<file path="config.mk">
export PLATFORM = sky130hd
export DESIGN_NAME = dmem_stream_arbiter
export DESIGN_NICKNAME = d
export VERILOG_FILES = /design/src/rtl/dmem_stream_arbiter.sv
export SDC_FILE = /design/constraint.sdc
export NUM_CORES = 1
export LEC_CHECK = 0
export ABC_AREA = 1
export ABC_CLOCK_PERIOD_IN_PS = 6200
export BUFFER_PORTS_ARGS = -buffer_cell sky130_fd_sc_hd__buf_2
export CORE_MARGIN = 4
export CORE_UTILIZATION = 50
export CTS_CLUSTER_SIZE = 24
export DETAILED_ROUTE_END_ITERATION = 10
export PLACE_DENSITY = 0.79
export SYNTH_ARGS = -nofsm -noshare
export SYNTH_HDL_FRONTEND = slang
export SYNTH_SLANG_ARGS = --single-unit
</file>
<file path="constraint.sdc">
create_clock -name clock -period 6.2 [get_ports clock]
set_input_delay 1.55 -clock clock [delete_from_list [all_inputs] [get_ports clock]]
set_output_delay 1.55 -clock clock [all_outputs]
set_load 0.02 [all_outputs]
</file>
<file path="src/rtl/dmem_stream_arbiter.sv">
// dmem_stream_arbiter
// Shares one single-ported DMem bank between four strided requesters
// (0 = store 1, 1 = store 2, 2 = load 1, 3 = load 2). In IDLE it picks a
// requester round-robin and latches that requester's base, stride and
// length. In RUN it steps one address stream onto the bank, one beat per
// cycle in which the owner's I_Valid is high.
//
// Ports:
//   clock, reset       rising-edge clock, async active-low reset
//   I_Req[3:0]         level request per requester
//   I_Base/I_Stride    per-requester start address / increment (ADDR_W each)
//   I_Length           per-requester beat count (LEN_W each)
//   I_Valid[3:0]       per-beat enable of the owning requester
//   O_Grant/O_Done     one-hot pulses at stream start / after last beat
//   O_Busy             stream active
//   O_Mem_Req/We/Addr  bank access, write for requesters 0/1
//   O_Mem_Sel          owning requester index, for data muxing
//
// state  | meaning
// IDLE   | no stream active, arbitrating each cycle
// RUN    | stream owned by sel, beat whenever I_Valid[sel] is high

module dmem_stream_arbiter #(
   parameter int ADDR_W = 10,
   parameter int LEN_W  = 10
) (
   input  logic                  clock,
   input  logic                  reset,
   input  logic [3:0]            I_Req,
   input  logic [4*ADDR_W-1:0]   I_Base,
   input  logic [4*ADDR_W-1:0]   I_Stride,
   input  logic [4*LEN_W-1:0]    I_Length,
   input  logic [3:0]            I_Valid,
   output logic [3:0]            O_Grant,
   output logic [3:0]            O_Done,
   output logic                  O_Busy,
   output logic                  O_Mem_Req,
   output logic                  O_Mem_We,
   output logic [ADDR_W-1:0]     O_Mem_Addr,
   output logic [1:0]            O_Mem_Sel
);

   typedef enum logic {S_IDLE, S_RUN} state_t;

   state_t             state;
   logic [1:0]         rr_ptr;
   logic [1:0]         sel;
   logic [ADDR_W-1:0]  addr;
   logic [ADDR_W-1:0]  stride;
   logic [LEN_W-1:0]   remaining;

   logic               arb_hit;
   logic [1:0]         arb_idx;
   logic [1:0]         cand;
   logic [LEN_W-1:0]   arb_len;
   logic               beat;

   // Scan from the farthest offset down so the nearest set bit after
   // rr_ptr is the one left standing.
   always_comb begin
      arb_hit = 1'b0;
      arb_idx = rr_ptr;
      cand    = rr_ptr;
      for (int k = 3; k >= 0; k--) begin
         cand = rr_ptr + 2'(k);
         if (I_Req[cand]) begin
            arb_hit = 1'b1;
            arb_idx = cand;
         end
      end
   end

   assign arb_len = I_Length[arb_idx*LEN_W +: LEN_W];
   assign beat    = (state == S_RUN) && I_Valid[sel];

   assign O_Mem_Req  = beat;
   assign O_Mem_We   = (state == S_RUN) && !sel[1];
   assign O_Mem_Addr = addr;
   assign O_Mem_Sel  = sel;

   always_ff @(posedge clock or negedge reset) begin
      if (!reset) begin
         state     <= S_IDLE;
         rr_ptr    <= '0;
         sel       <= '0;
         addr      <= '0;
         stride    <= '0;
         remaining <= '0;
         O_Grant   <= '0;
         O_Done    <= '0;
         O_Busy    <= 1'b0;
      end else begin
         O_Grant <= '0;
         O_Done  <= '0;
         case (state)
            S_IDLE: begin
               if (arb_hit) begin
                  sel       <= arb_idx;
                  addr      <= I_Base[arb_idx*ADDR_W +: ADDR_W];
                  stride    <= I_Stride[arb_idx*ADDR_W +: ADDR_W];
                  remaining <= arb_len;
                  rr_ptr    <= arb_idx + 2'd1;
                  O_Grant   <= 4'b0001 << arb_idx;
                  // Zero-length streams complete on the spot and never touch the bank.
                  if (arb_len == '0) begin
                     O_Done <= 4'b0001 << arb_idx;
                  end else begin
                     state  <= S_RUN;
                     O_Busy <= 1'b1;
                  end
               end
            end
            S_RUN: begin
               if (beat) begin
                  addr      <= addr + stride;
                  remaining <= remaining - LEN_W'(1);
                  if (remaining == LEN_W'(1)) begin
                     state  <= S_IDLE;
                     O_Busy <= 1'b0;
                     O_Done <= 4'b0001 << sel;
                  end
               end
            end
            default: state <= S_IDLE;
         endcase
      end
   end

endmodule

</file>
==> flow_summary.ini <==
[yosys]
synth_seq_cells = 44
yosysWarnings = 0
synth_fp_nets = 690
synth_edf_count = 0
yosysSeqAreaShare = 0.295
yosys.area.top_type = dfrtp_1
synth_most_common_cell = nand2_1
synthTopCellsByArea = dfrtp_1 (30%), nand2_1 (17%), nand3_1 (11%)
synth_common_cells = nand2_1 (165), nand3_1 (85), dfrtp_1 (44), nor2_1 (33), a21oi_1 (31)
synth_ff_type = dfrtp_1
async_reset_ff_frac = 1.00
synth_top_area_share = 0.295
syn_area_sq_um = 3730
ys_types = 39
synthCells = 544
syn_avg_cell_area_sq_um = 6.85

[final_layout]
area_growth_pct = 21.1
num-nets-final = 819
drive_gt1_frac = 0.294
diodes = 0
stdcell_area_sq_um = 4510

[cts]
clockBufferDepth = 2
postCtsHoldBufs = 0
clk_latency_ns = 0.30
cts_resized = 0
clock-root-buffer = clkbuf_8
cts.sinks = 44
cts_tree = built
postCtsSetupBuffers = 0
h-tree-depth = 2
path_clk_slew_ns = 0.08
cts_buffers = 5

[pwr]
p_per_area_nw_per_um2 = 343
power.total_mw = 1.55
cellLeakagePower_nw = 2.38
ir_drop_mv = 0.268

[sta]
slew_viol_final = 0
max_slew_margin = 0.356
period_share = 0.661
worst_pin_slew_ns = 0.965
hold_viol_final = 0
rsz0062_at_grt = false
period_minus_slack_ns = 4.10
fin_setup_tns_ns = 0
fmax_mhz = 244
finalSetupViolCount = 0
fin_skew_ns = 0.00703

[critical_path]
endpoint_kind = output pin
required_ns = 4.65
crit_path_cell_trace = clkinv_1, nor2_1, buf_2
crit_buf_inv = 2
cpPeakStageDelay_ns = 0.86
crit_fanout = 27
cp.arrival_ns = 2.55
critPathKind = reg -> out
crit_family = buffers and inverters
cp_slowest_cell = clkinv_1
cp-start-kind = flop

[place]
place_area_sq_um = 4440
routabilityCongestion = 0.856
io_buffers = 152
dpl.hpwl_mm = 7.89

[floorplanning]
start_util = 0.514
io_pins = 153
rows = 31
dieArea_sq_um = 8900
die_w_um = 94.3
fp.dieH_um = 94.3
coreArea_sq_um = 7250

[grt]
grt_first_pass_wirelength_mm = 17.1
antenna_found_initial = 0
grt_pass1_vias = 3920
grt_max_degree = 64
grt-ovfl-total = 0
grt.total_usage = 0.233

[worst_hold_path]
hold_path.class = reg -> reg

[route]
routed_wl_mm = 10.3
detail_route.first_pass.iterations = 5
post-route-drc-count = 0
drt_iter0_markers = 227
vias = 4091
viasPerCell = 5.30
wl_per_cell_um = 13.4
ant_nets = 0

[run]
cap_violations = 0

[status]
status = completed
-- power by group --
group,internal [mW],leakage (nW),total (mW),switching [mW]
logic,0.334,1.81,0.965,0.631
clock network,0.0769,0.0410,0.176,0.0994
registers,0.351,0.522,0.409,0.0576
total,0.762,2.38,1.55,0.788
-- stage by stage --
step / util / std cells / hold slack [ns] / setup WS [ns]
2_1_floorplan: - / 544 / 0.477 / 2.57
3_3_place_gp: 0.612 / 765 / 0.503 / 2.16
3_5_place_dp: 0.612 / 765 / 0.504 / 2.06
4_1_cts: 0.622 / 772 / 0.523 / 2.09
5_1_grt: 0.622 / 772 / 0.548 / 1.90
6_report: 0.622 / 772 / 0.518 / 2.10
-- cell type report --
type	count	area, sq um
fill	696	2740
multi-input combinational	432	2300
sequential	44	1100
timing repair buffer	152	761
inverter	38	150
tap	99	124
clock buffer	6	72.6
clock inverter	1	5.00
-- metal layers --
layer	share of wire	GRT usage	wire (um)
met1	0.42	0.302	4320
met2	0.51	0.411	5250
met3	0.065	0.0295	675
met4	0.0092	0.0542	95
met5	0	0	0
-- flip-flops by register name, indices dropped and copies added (netlist names) --
name	count
O_Mem_Addr	10
O_Mem_Sel	2
O_Done	4
rr_ptr	2
remaining	10
O_Busy	1
state	1
stride	10
O_Grant	4
-- cell families after synthesis --
group	Yosys count	share of synthesized area
AND/OR/NAND/NOR	318	0.393
AO/OA/AOI/OAI	87	0.142
buffers and inverters	68	0.0873
adder cells (fa/ha/maj)	16	0.0557
flip-flops	44	0.295
XOR/XNOR	11	0.0258
-- final timing paths --
check / slack, ns / startpoint / end / cells after the start
worst max-delay path: 2.10 / state$_DFF_PN0_ / O_Mem_Req / 3
worst min-delay path: 0.52 / stride[6]$_DFFE_PN0P_ / stride[6]$_DFFE_PN0P_ / 1
worst max register to register: 2.87 / rr_ptr[0]$_DFFE_PN0P_ / O_Busy$_DFFE_PN0P_ / 17
worst min register to register: 0.52 / stride[6]$_DFFE_PN0P_ / stride[6]$_DFFE_PN0P_ / 1
max in group asynchronous: 4.20 / reset / remaining[5]$_DFFE_PN0P_ / 1
min in group asynchronous: 1.39 / reset / stride[4]$_DFFE_PN0P_ / 1
-- cell usage in the layout, fill, tap and decap left out, drive strengths merged --
cell type  synthesis  routed
nor2              37      37
a211oi             1       1
ha                15      15
o211ai             1       1
xnor2              2       2
nor3               3       3
nand2            185     185
a22oi              4       4
o31ai              1       1
nand3             90      90
o21bai             2       2
buf               22     152
a31oi             14      14
nand4              1       1
and2               1       1
xor2               9       9
clkbuf             8       6
clkinv             1       2
inv               37      37
dfrtp             44      44
fa                 1       1
nand3b             1       1
o21ai             21      21
o22ai              2       2
a22o              10      10
a21oi             31      31
Power figures use the tool's default switching activity.
